===== config.mk =====
export PLATFORM = sky130hd
export DESIGN_NAME = macrow_feeder
export DESIGN_NICKNAME = d
export VERILOG_FILES = /design/src/rtl/macrow_feeder_pkg.sv /design/src/rtl/macrow_feeder_hs_reg.sv /design/src/rtl/macrow_feeder.sv
export SDC_FILE = /design/constraint.sdc
export NUM_CORES = 1
export LEC_CHECK = 0
export CORE_UTILIZATION = 44
export DETAILED_ROUTE_END_ITERATION = 8
export PLACE_DENSITY = 0.89
export RECOVER_POWER = 100
export SYNTH_ARGS = -nofsm -noshare
export SYNTH_HDL_FRONTEND = slang
export SYNTH_SLANG_ARGS = --single-unit

===== constraint.sdc =====
create_clock -name clk -period 2.87 [get_ports clk]
set_input_delay 0.4305 -clock clk [delete_from_list [all_inputs] [get_ports clk]]
set_output_delay 0.4305 -clock clk [all_outputs]
set_load 0.1 [all_outputs]

===== src/rtl/macrow_feeder_pkg.sv =====
// Shared definitions for the macrow4 row feeder.
// Holds the sequencer state encoding and the constants it shares with the MAC row:
// the default tap count, the FP16 data width and the derived flush length.
package macrow_feeder_pkg;

    localparam int unsigned NTAP_DEF      = 4;
    localparam int unsigned FP16_W        = 16;
    // The row's enable-delay pipeline is NTAP+2 deep, so this many idle cycles drain it.
    localparam int unsigned FLUSH_CYC_DEF = NTAP_DEF + 2;

    typedef enum logic [1:0] {
        StIdle,
        StLoadW,
        StStream,
        StFlush
    } feeder_state_t;

endpackage


===== src/rtl/macrow_feeder_hs_reg.sv =====
// Registered output stage for one feeder path (X or W).
// Ports:
//   clk, reset  - clock, synchronous active-high reset (clears data and enable)
//   load        - handshake accepted this cycle
//   en_in       - enable pattern to present when a beat is captured
//   data_in     - beat data
//   en_q        - registered enable; zero on any cycle with no captured beat
//   data_q      - registered data; holds the last captured beat
module feeder_hs_reg #(
    parameter int unsigned DW = 16,
    parameter int unsigned EW = 1
) (
    input  logic          clk,
    input  logic          reset,
    input  logic          load,
    input  logic [EW-1:0] en_in,
    input  logic [DW-1:0] data_in,
    output logic [EW-1:0] en_q,
    output logic [DW-1:0] data_q
);

    always_ff @(posedge clk) begin
        if (reset) begin
            en_q   <= '0;
            data_q <= '0;
        end else if (load) begin
            en_q   <= en_in;
            data_q <= data_in;
        end else begin
            en_q   <= '0;
        end
    end

endmodule


===== src/rtl/macrow_feeder.sv =====
// Sequencer for one 4-tap FP16 MAC row: loads tap weights over the broadcast W bus with a
// one-hot enW, streams a gapless run of samples on the X bus, then flushes the row pipeline.
// Ports:
//   clk, reset                 - clock, synchronous active-high reset
//   start, reload_w            - job start pulse; reload_w=1 loads weights first
//   w_valid/w_ready/w_data     - weight source handshake
//   x_valid/x_ready/x_data/x_last - sample source handshake, x_last marks the final sample
//   enX_o, enW_o, X_o, W_o     - registered drive to the row's enX/enW/X_i/W_i
//   busy, done                 - not idle; one-cycle pulse at the end of the flush
//   underrun                   - sticky: a sample gap occurred mid-stream
//   sample_cnt                 - samples accepted this job, saturating
module macrow_feeder
    import macrow_feeder_pkg::*;
#(
    parameter int unsigned DW        = FP16_W,
    parameter int unsigned NTAP      = NTAP_DEF,
    parameter int unsigned FLUSH_CYC = FLUSH_CYC_DEF,
    parameter int unsigned CNT_W     = 8
) (
    input  logic             clk,
    input  logic             reset,
    input  logic             start,
    input  logic             reload_w,
    input  logic             w_valid,
    output logic             w_ready,
    input  logic [DW-1:0]    w_data,
    input  logic             x_valid,
    output logic             x_ready,
    input  logic [DW-1:0]    x_data,
    input  logic             x_last,
    output logic             enX_o,
    output logic [NTAP-1:0]  enW_o,
    output logic [DW-1:0]    X_o,
    output logic [DW-1:0]    W_o,
    output logic             busy,
    output logic             done,
    output logic             underrun,
    output logic [CNT_W-1:0] sample_cnt
);

    localparam int unsigned KW = (NTAP > 1) ? $clog2(NTAP) : 1;
    localparam int unsigned FW = $clog2(FLUSH_CYC + 1);

    feeder_state_t    state_q, state_d;
    logic [KW-1:0]    k_q, k_d;
    logic [FW-1:0]    flush_q, flush_d;
    logic [CNT_W-1:0] cnt_q, cnt_d;
    logic             underrun_q, underrun_d;
    // Set once the first sample is taken, so leading idle cycles are not an underrun.
    logic             seen_q, seen_d;
    logic [NTAP-1:0]  enw_dec;

    always_ff @(posedge clk) begin
        if (reset) begin
            state_q    <= StIdle;
            k_q        <= '0;
            flush_q    <= '0;
            cnt_q      <= '0;
            underrun_q <= 1'b0;
            seen_q     <= 1'b0;
        end else begin
            state_q    <= state_d;
            k_q        <= k_d;
            flush_q    <= flush_d;
            cnt_q      <= cnt_d;
            underrun_q <= underrun_d;
            seen_q     <= seen_d;
        end
    end

    always_comb begin
        state_d    = state_q;
        k_d        = k_q;
        flush_d    = flush_q;
        cnt_d      = cnt_q;
        underrun_d = underrun_q;
        seen_d     = seen_q;
        w_ready    = 1'b0;
        x_ready    = 1'b0;
        done       = 1'b0;
        unique case (state_q)
            StIdle: begin
                if (start) begin
                    cnt_d      = '0;
                    underrun_d = 1'b0;
                    seen_d     = 1'b0;
                    k_d        = '0;
                    flush_d    = '0;
                    state_d    = reload_w ? StLoadW : StStream;
                end
            end
            StLoadW: begin
                w_ready = 1'b1;
                if (w_valid) begin
                    if (k_q == KW'(NTAP - 1)) begin
                        k_d     = '0;
                        state_d = StStream;
                    end else begin
                        k_d = k_q + 1'b1;
                    end
                end
            end
            StStream: begin
                x_ready = 1'b1;
                if (x_valid) begin
                    seen_d = 1'b1;
                    if (cnt_q != '1) begin
                        cnt_d = cnt_q + 1'b1;
                    end
                    if (x_last) begin
                        flush_d = '0;
                        state_d = StFlush;
                    end
                end else if (seen_q) begin
                    underrun_d = 1'b1;
                end
            end
            StFlush: begin
                if (flush_q == FW'(FLUSH_CYC - 1)) begin
                    done    = 1'b1;
                    state_d = StIdle;
                end else begin
                    flush_d = flush_q + 1'b1;
                end
            end
            default: state_d = StIdle;
        endcase
    end

    always_comb begin
        enw_dec      = '0;
        enw_dec[k_q] = 1'b1;
    end

    feeder_hs_reg #(
        .DW(DW),
        .EW(1)
    ) u_x_reg (
        .clk    (clk),
        .reset  (reset),
        .load   (x_valid & x_ready),
        .en_in  (1'b1),
        .data_in(x_data),
        .en_q   (enX_o),
        .data_q (X_o)
    );

    feeder_hs_reg #(
        .DW(DW),
        .EW(NTAP)
    ) u_w_reg (
        .clk    (clk),
        .reset  (reset),
        .load   (w_valid & w_ready),
        .en_in  (enw_dec),
        .data_in(w_data),
        .en_q   (enW_o),
        .data_q (W_o)
    );

    assign busy       = (state_q != StIdle);
    assign underrun   = underrun_q;
    assign sample_cnt = cnt_q;

endmodule


# Yosys cells after proc, flatten, opt, wreduce, memory -nomap -nowiden

Index checks and enable logic that the tools add are counted.
W data, S select, Z words.

Div/mod/pow operators: 0
Shift operators: 0
$mul: 0
Multiplexer cells: 34
Equal/unequal tests: 16
Order comparisons: 2
Reductions and logical operators: 13
Bitwise logic cells: 3
Add/sub/neg operators: 3

Operators with widths:

| cell                  | number |
|---|---|
| $mux W8               | 3 |
| $mux W2               | 10 |
| $ne A2 B2 Y1 const B  | 10 |
| $pmux W8 S2           | 1 |
| $mux W3               | 4 |
| $mux W1               | 10 |
| $pmux W3 S3           | 1 |
| $add A8 B1 Y8 const B | 1 |
| $ne A8 B8 Y1 const B  | 1 |
| $pmux W2 S4           | 1 |
| $reduce_and A4 Y1     | 2 |
| $eq A2 B2 Y1 const B  | 3 |
| $reduce_and A3 Y1     | 2 |
| $reduce_and A6 Y1     | 1 |
| $reduce_bool A2 Y1    | 3 |
| $reduce_and A5 Y1     | 1 |
| $pmux W1 S2           | 2 |
| $pmux W2 S2           | 1 |
| $add A3 B1 Y3 const B | 1 |
| $eq A3 B3 Y1 const B  | 1 |
| $lt A2 B3 Y1 const B  | 1 |
| $reduce_bool A3 Y1    | 1 |
| $add A2 B1 Y2 const B | 1 |
| $and A1 B1 Y1         | 2 |
| 7 further kinds       | 7 |

Register bits: 54
Bits in writable memories: 0
Logic and storage cells: 81
Memory bits (read-only): 0
Bits in latches: 0
Input bits: 39
Memories: 0

# Depth between registers and ports, before layout

Gate-level depths: netlist (run 1).

Word-level depth: 5
Mapped depth: 8

# Modules after synthesis

Synthesis (run 1) repeated with hierarchy kept, for this count alone.

Cell total of the unflattened synthesis: 246
Area total of the unflattened synthesis: 2433.6 um^2

By module, submodules not included:

| module                   | cells each | sequential area each (um^2) | area an instance (um^2) | instances |
|---|---|---|---|---|
| macrow_feeder            | 131        | 340.3                       | 1126.1                  | 1 |
| feeder_hs_reg at u_w_reg | 61         | 400.4                       | 695.7                   | 1 |
| feeder_hs_reg at u_x_reg | 54         | 340.3                       | 611.8                   | 1 |

# Worst setup path before layout (run 1)

Ideal clock, no wire load.

Kind: flip-flop to flip-flop
Start: register state_q[1]
End: register u_w_reg.data_q[0]
Required time: 2.800 ns
Path buffers: 3
Cell stages (with the launch flop): 9
Period minus slack after synthesis: 2.408 ns
Path slack: 0.462 ns
Arrival time: 2.338 ns
Path through: dfxtp_1 inv_1 ha_1 clkbuf_1 and2_1 clkbuf_1 clkbuf_1 nand2_1 a21oi_1

Word-level cells in the longest chain between the ends: 3

RTL lines:

| element                  | line                       | text |
|---|---|---|
| start: declaration       | macrow_feeder.sv:44        | `feeder_state_t state_q, state_d;` |
| start signal: assignment | macrow_feeder.sv:55        | `state_q <= StIdle;` |
| start signal: assignment | macrow_feeder.sv:62        | `state_q <= state_d;` |
| $eq A2 B1 Y1             | macrow_feeder.sv:81        | `unique case (state_q)` |
| $mux W1                  | macrow_feeder.sv:81        |  |
| named net w_ready        | macrow_feeder.sv:25        | `output logic w_ready,` |
| $and A1 B1 Y1            | macrow_feeder.sv:154       | `.load (w_valid & w_ready),` |
| end signal: assignment   | macrow_feeder_hs_reg.sv:28 | `data_q <= data_in;` |
| end: declaration         | macrow_feeder_hs_reg.sv:19 | `output logic [DW-1:0] data_q` |

The timed path passes the listed nets, and every way through them passes these cells.
A chain may end at the register's enable or synchronous reset.

# Final worst setup path (run 1)

Start: register state_q[0]
End: output port busy

Word-level cells in the longest chain between the ends: 1

RTL lines:

| element            | line                 | text |
|---|---|---|
| $reduce_bool A2 Y1 | macrow_feeder.sv:161 | `assign busy = (state_q != StIdle);` |
| end: declaration   | macrow_feeder.sv:35  | `output logic busy,` |

Every way passes these cells.

==> flow_metrics.env, run 1 <==
export IMPL_run_status="completed"
export IMPL_worstReg2RegEnd="sample_cnt[5]$_SDFFE_PP0P_"
export IMPL_slew_headroom_pct=20.1
export IMPL_area_delta_synth_final_pct=28.7
export IMPL_cts_tree="done"
export IMPL_holdPathStages=2
export IMPL_port_buffers=88
export IMPL_start_util_pct=46.0
export IMPL_critPathRequiredTime_ns=2.44
export IMPL_post_route_ant_nets=0
export IMPL_async_flop_share_pct=0
export IMPL_synth_largest_area_cell="sky130_fd_sc_hd__dfxtp_1"
export IMPL_cts_clk_slew_worst_paths_ns=0.09
export IMPL_final_period_utilization_pct=86.4
export IMPL_die_width_um=75.3
export IMPL_drt_drc_violations_left=0
export IMPL_grt_resource_usage_total_pct=20.0
export IMPL_post_cts_hold_buffer_count=0
export IMPL_design_die_area_sq_mm=0.00567
export IMPL_post_dp_hpwl_um=4040
export IMPL_worst_slew_pin_slew_ns=1.20
export IMPL_drtPass1Iterations=4
export IMPL_type_of_the_most_critical_hold_path="flip-flop to flip-flop"
export IMPL_worst_skew_pair_later_pin_latency_ns=0.31
export IMPL_dominantRegCellSynth="sky130_fd_sc_hd__dfxtp_1"
export IMPL_syn_instance_count=293
export IMPL_postSynthRegisterBits=54
export IMPL_post_route_cells_drive_above_1_share_pct=4.03
export IMPL_timing_reg2reg_worst_path_depth=6
export IMPL_netlist_top_cells_area="sky130_fd_sc_hd__dfxtp_1, sky130_fd_sc_hd__nand2_1, sky130_fd_sc_hd__a21oi_1"
export IMPL_first_pass_grt_wire_length_um=8790
export IMPL_core_area_sq_mm=0.00514
export IMPL_dp_slack_ns=0.586
export IMPL_final_setup_worst_slack_ns=0.390
export IMPL_vias_per_cell=5.22
export IMPL_synth_edff_count=0
export IMPL_drt_wl_total_um=5680
export IMPL_antenna_cells_inserted=0
export IMPL_dpl_instance_area_sq_mm=0.00314
export IMPL_fin_crit_ns=2.48
export IMPL_via_count_of_the_first_global_routing_pass=2067
export IMPL_power_static_leakage_nw=1.05
export IMPL_number_of_antenna_violations_at_the_first_check_in_global_routing=0
export IMPL_fp_dieH_um=75.3
export IMPL_arrival_ns=2.05
export IMPL_largest_net_degree_at_the_start_of_global_routing=55
export IMPL_grt_setup_unrepaired="no"
export IMPL_cp_max_fo=7
export IMPL_timing_hold_violations_final=0
export IMPL_yosys_cell_types_count=31
export IMPL_final_setup_tns_ns=0
export IMPL_mapped_area_sq_mm=0.00237
export IMPL_syn_area_per_cell_sq_um=8.08
export IMPL_finalNetCount=423
export IMPL_design_area_sq_mm=0.00304
export IMPL_drt_iter0_drc=162
export IMPL_path_class="flip-flop to primary output"
export IMPL_nFillCells=532
export IMPL_setup_viol=0
export IMPL_floorplan_io_pins=89
export IMPL_mappedNetlistNets=345
export IMPL_synth_top_cell_area_share_pct=45.7
export IMPL_gp_routability_congestion=0.790
export IMPL_cts_resized=0
export IMPL_detail_route_wl_per_cell_um=12.9
export IMPL_cts_max_level=2
export IMPL_clk_root_buffer_cell="sky130_fd_sc_hd__clkbuf_8"
export IMPL_crit_path_end_kind="primary output"
export IMPL_clock_sinks=54
export IMPL_whs_endpoint="u_w_reg.data_q[6]$_SDFFE_PP0P_"
export IMPL_floorplan_rows=26
export IMPL_synth_yosys_seq_area_share_pct=45.7
export IMPL_timing_fmax_mhz=403
export IMPL_reg2reg_setup_slack_ns=0.61
export IMPL_ctsLongestPathBuffers=2
export IMPL_worstReg2RegStart="state_q[0]$_SDFFE_PP0P_"
export IMPL_drv_slew=0
export IMPL_detailroute_via_count=2306
export IMPL_holdCritStartpoint="u_w_reg.data_q[6]$_SDFFE_PP0P_"
export IMPL_cp_start_kind="flip-flop"
export IMPL_irDropWorstVdd_v=0.000427
export IMPL_postCtsSetupBuffers=0
export IMPL_globalRouteOverflowTotal=0
export IMPL_drv_max_cap_violation_count=0
export IMPL_cts_buffers=5
export IMPL_p_per_area_mw_per_mm2=811
export IMPL_yosysWarningCount=0
export IMPL_clock_skew_ns=0.00558
-- where the power goes --
part / internal (mW) / switching, mW / leakage [nW]
logic: 0.236 / 0.931 / 0.564
clock network: 0.172 / 0.254 / 0.0441
registers: 0.827 / 0.0502 / 0.437
-- worst max-delay path, cell delays in order (launching register included) --
cell and delay, ns:
sky130_fd_sc_hd__dfxtp_1 0.39, sky130_fd_sc_hd__inv_1 0.11, sky130_fd_sc_hd__ha_1 0.29, sky130_fd_sc_hd__inv_1 0.09, sky130_fd_sc_hd__clkbuf_1 0.86
-- sequential cells by signal, indices dropped and copies added (netlist names) --
| signal | flops |
|---|---|
| k_q | 2 |
| u_w_reg.data_q | 16 |
| seen_q | 1 |
| u_x_reg.en_q | 1 |
| u_w_reg.en_q | 4 |
| flush_q | 3 |
| sample_cnt | 8 |
| state_q | 2 |
| underrun | 1 |
| u_x_reg.data_q | 16 |
-- logic make-up (layout without fill, tap and decap cells) --
group | after synthesis | after routing | share of synthesized area [%]
mux | 3 | 3 | 1.27
flops | 54 | 54 | 45.7
simple gates | 130 | 130 | 26.4
buf+inv | 24 | 103 | 3.91
fa+ha+maj | 13 | 13 | 6.87
compound gates | 69 | 69 | 15.9
-- final cells by class --
cell class	instances	area, sq um	share of cell area [%]
multi-input combinational	215	1190	39.2
sequential	54	1080	35.5
timing repair buffer	88	567	18.6
tap	70	87.6	2.88
clock buffer	5	68.8	2.26
inverter	7	26.3	0.863
clock inverter	3	21.3	0.699
-- routing by layer --
layer | vias up | GRT usage, % | routed length [um]
met5 | - | 0 | 0
met4 | 0 | 5.76 | 34
met2 | 80 | 36.0 | 2890
li1 | 1158 | - | -
met1 | 1064 | 23.6 | 2410
met3 | 4 | 4.76 | 344
-- cell usage after synthesis (3+ instances only) --
master                     number
sky130_fd_sc_hd__a21oi_1       45
sky130_fd_sc_hd__a31oi_1        6
sky130_fd_sc_hd__and3_1         3
sky130_fd_sc_hd__clkbuf_1      15
sky130_fd_sc_hd__dfxtp_1       54
sky130_fd_sc_hd__ha_1          13
sky130_fd_sc_hd__inv_1          7
sky130_fd_sc_hd__mux2i_1        3
sky130_fd_sc_hd__nand2_1       74
sky130_fd_sc_hd__nand2b_1       6
sky130_fd_sc_hd__nand3_1        8
sky130_fd_sc_hd__nand4_1        5
sky130_fd_sc_hd__nor2_1         6
sky130_fd_sc_hd__nor2b_1        5
sky130_fd_sc_hd__nor3_1         3
sky130_fd_sc_hd__nor3b_1        6
sky130_fd_sc_hd__o21ai_0       10
sky130_fd_sc_hd__or3_1          3
-- placed cells by master (no fill, tap or decap), types with 2 or more instances in the layout --
cell                              netlist  routed
sky130_fd_sc_hd__dfxtp_1               54      54
sky130_fd_sc_hd__nand4b_1               2       2
sky130_fd_sc_hd__nor2_1                 6       6
sky130_fd_sc_hd__o21ai_0               10      10
sky130_fd_sc_hd__o31ai_1                2       2
sky130_fd_sc_hd__clkbuf_2               0       3
sky130_fd_sc_hd__a31oi_1                6       6
sky130_fd_sc_hd__a311oi_1               2       2
sky130_fd_sc_hd__nor4b_1                2       2
sky130_fd_sc_hd__nand2b_1               6       6
sky130_fd_sc_hd__and3_1                 3       3
sky130_fd_sc_hd__o211ai_1               2       2
sky130_fd_sc_hd__a21oi_1               45      45
sky130_fd_sc_hd__nor2b_1                5       5
sky130_fd_sc_hd__nand2_1               74      74
sky130_fd_sc_hd__inv_1                  7       7
sky130_fd_sc_hd__clkdlybuf4s50_1        0      37
sky130_fd_sc_hd__or3_1                  3       3
sky130_fd_sc_hd__clkbuf_1              15      47
sky130_fd_sc_hd__clkbuf_8               0       5
sky130_fd_sc_hd__ha_1                  13      13
sky130_fd_sc_hd__nor3_1                 3       3
sky130_fd_sc_hd__nand3_1                8       8
sky130_fd_sc_hd__nand4_1                5       5
sky130_fd_sc_hd__nor3b_1                6       6
sky130_fd_sc_hd__mux2i_1                3       3
sky130_fd_sc_hd__or3b_2                 2       2
-- stage by stage --
step / hold slack, ns / std cells / util [%] / power (mW)
CTS: 0.461 / 442 / 62.8 / 2.56
detailed placement: 0.447 / 434 / 61.1 / 2.13
floorplan: 0.449 / 293 / - / 1.86
finish: 0.459 / 442 / 59.2 / 2.47
global route: 0.487 / 442 / 59.2 / 2.60
global placement: 0.442 / 434 / 61.1 / 2.10
-- how the worst max path moves through the flow --
stage                       startpoint                        endpoint  slack (ns)  cells after the start
6_report       state_q[0]$_SDFFE_PP0P_                            busy        0.39                      4
5_1_grt        state_q[0]$_SDFFE_PP0P_                            busy        0.30                      4
4_1_cts        state_q[0]$_SDFFE_PP0P_      sample_cnt[5]$_SDFFE_PP0P_        0.60                      6
3_5_place_dp                     start      sample_cnt[5]$_SDFFE_PP0P_        0.59                      5
3_3_place_gp                     start      sample_cnt[5]$_SDFFE_PP0P_        0.60                      5
2_1_floorplan  state_q[1]$_SDFFE_PP0P_  u_w_reg.data_q[0]$_SDFFE_PP0P_        0.46                      8
Note: power is estimated with default switching activity, not from simulation.
==> inputs of run 2 (changes only) <==
--- a/config.mk
+++ b/config.mk
@@ -7,5 +7,6 @@
 export LEC_CHECK = 0
+export ABC_AREA = 0
 export CORE_UTILIZATION = 44
 export DETAILED_ROUTE_END_ITERATION = 8
-export PLACE_DENSITY = 0.89
+export PLACE_DENSITY_LB_ADDON = 0.08
 export RECOVER_POWER = 100
==> constraint.sdc (replaced) <==
create_clock -name clk -period 2.87 [get_ports clk]
set_input_delay 0.574 -clock clk [delete_from_list [all_inputs] [get_ports clk]]
set_output_delay 0.574 -clock clk [all_outputs]
set_load 0.1 [all_outputs]
==> run 2 against run 1 <==
Effect of this change:
- clock power up 7.5%
- critical endpoint is now x_ready
- sequential cell count unchanged
- largest cell class unchanged
- via count shrank 1.1%
- final area is 0.58% higher
==> flow_metrics.env, run 2 (synthesis gave the netlist of run 1 again) <==
export IMPL_fp_dieH_um=75.3
export IMPL_final_common_cell="sky130_fd_sc_hd__nand2_1"
export IMPL_path_class="flip-flop to primary output"
export IMPL_cp_max_fo=17
export IMPL_arrival_ns=1.92
export IMPL_drt_iter0_drc=86
export IMPL_run_status="completed"
export IMPL_worst_slew_pin_slew_ns=1.20
export IMPL_vias_per_cell=5.15
export IMPL_cp_start_kind="flip-flop"
export IMPL_globalRouteOverflowTotal=0
export IMPL_detail_route_wl_per_cell_um=12.3
export IMPL_gp_routability_congestion=0.778
export IMPL_first_pass_grt_wire_length_um=8740
export IMPL_finalNetCount=424
export IMPL_grt_resource_usage_total_pct=19.9
export IMPL_final_cell_mix="sky130_fd_sc_hd__nand2_1, sky130_fd_sc_hd__dfxtp_1, sky130_fd_sc_hd__clkbuf_1, sky130_fd_sc_hd__a21oi_1, sky130_fd_sc_hd__clkdlybuf4s50_1"
export IMPL_crit_path_end_kind="primary output"
export IMPL_post_cts_hold_buffer_count=0
export IMPL_post_dp_hpwl_um=3750
export IMPL_floorplan_io_pins=89
export IMPL_design_area_sq_mm=0.00306
export IMPL_ctsLongestPathBuffers=2
export IMPL_drt_drc_violations_left=0
export IMPL_largest_net_degree_at_the_start_of_global_routing=30
export IMPL_timing_fmax_mhz=401
export IMPL_drt_wl_total_um=5450
export IMPL_final_setup_tns_ns=0
export IMPL_detailroute_via_count=2280
export IMPL_cts_max_level=2
export IMPL_p_per_area_mw_per_mm2=815
export IMPL_post_route_ant_nets=0
export IMPL_fin_crit_ns=2.49
export IMPL_grt_setup_unrepaired="no"
export IMPL_slew_headroom_pct=20.6
export IMPL_core_area_sq_mm=0.00514
export IMPL_timing_hold_violations_final=0
export IMPL_drv_max_cap_violation_count=0
export IMPL_clk_root_buffer_cell="sky130_fd_sc_hd__clkbuf_8"
export IMPL_cts_resized=0
export IMPL_drtPass1Iterations=4
export IMPL_cpPeakStageDelay_ns=0.57
export IMPL_via_count_of_the_first_global_routing_pass=1937
export IMPL_drv_slew=0
export IMPL_slowest_stage="sky130_fd_sc_hd__clkbuf_2"
export IMPL_area_delta_synth_final_pct=29.4
export IMPL_dpl_instance_area_sq_mm=0.00315
export IMPL_clock_sinks=54
export IMPL_cts_tree="done"
export IMPL_final_period_utilization_pct=86.9
export IMPL_register_area_sq_mm=0.00108
export IMPL_port_buffers=88
export IMPL_critical_path_cell_chain="inv_1 > ha_1 > clkbuf_2"
export IMPL_irDropWorstVdd_v=0.000361
export IMPL_number_of_antenna_violations_at_the_first_check_in_global_routing=0
export IMPL_postCtsSetupBuffers=0
export IMPL_power_static_leakage_nw=1.06
export IMPL_post_route_cells_drive_above_1_share_pct=4.56
export IMPL_design_die_area_sq_mm=0.00567
export IMPL_type_of_the_most_critical_hold_path="flip-flop to flip-flop"
export IMPL_critPathRequiredTime_ns=2.30
export IMPL_antenna_cells_inserted=0
export IMPL_cts_buffers=5
export IMPL_die_width_um=75.3
export IMPL_multi_input_area_sq_mm=0.00119
export IMPL_worst_skew_pair_later_pin_latency_ns=0.31
export IMPL_clock_skew_ns=0.00387
export IMPL_cts_clk_slew_worst_paths_ns=0.10
export IMPL_start_util_pct=46.0
export IMPL_nFillCells=530
export IMPL_setup_viol=0
export IMPL_floorplan_rows=26
-- run 2: final timing paths --
| check | startpoint | slack, ns | depth (start not counted) | endpoint |
|---|---|---|---|---|
| hold reg to reg | u_x_reg.data_q[7]$_SDFFE_PP0P_ | 0.46 | 2 | u_x_reg.data_q[7]$_SDFFE_PP0P_ |
| setup reg to reg | state_q[0]$_SDFFE_PP0P_ | 0.63 | 6 | sample_cnt[5]$_SDFFE_PP0P_ |
| setup / recovery | state_q[0]$_SDFFE_PP0P_ | 0.38 | 3 | x_ready |
| hold / removal | u_x_reg.data_q[7]$_SDFFE_PP0P_ | 0.46 | 2 | u_x_reg.data_q[7]$_SDFFE_PP0P_ |
-- run 2: report_power, final --
group / internal (mW) / leakage (nW) / total, mW / switching, mW
sequential: 0.827 / 0.437 / 0.875 / 0.0479
combinational: 0.238 / 0.571 / 1.16 / 0.924
clock: 0.199 / 0.0478 / 0.458 / 0.259
-- run 2: cell type report --
class	count	area share, %
inverter	7	0.858
tap	70	2.86
clock inverter	2	0.531
clock buffer	6	2.70
sequential	54	35.3
multi-input combinational	215	38.9
timing repair buffer	89	18.8
-- run 2: worst max-delay path: cells and delay by family, from the launching register on --
kind	cells	cell delay [ns]
buffers and inverters	2	0.70
adder cells (fa/ha/maj)	1	0.56
flip-flops	1	0.35
-- run 2: through the flow --
stage | total power, mW | instances | hold slack (ns) | setup slack (ns) | utilization [%]
floorplan | 1.86 | 293 | 0.449 | 0.462 | -
global placement | 2.11 | 435 | 0.442 | 0.467 | 61.2
CTS | 2.58 | 443 | 0.461 | 0.552 | 63.1
global route | 2.64 | 443 | 0.479 | 0.259 | 59.6
finish | 2.49 | 443 | 0.457 | 0.376 | 59.6
detailed placement | 2.12 | 435 | 0.447 | 0.441 | 61.2
-- run 2: metal layers --
metal	GRT usage [%]	vias to the layer above	wire length (um)
li1	-	1156	-
met1	25.1	1059	2480
met2	33.3	59	2560
met3	5.82	6	367
met4	5.56	0	50
met5	0	-	0
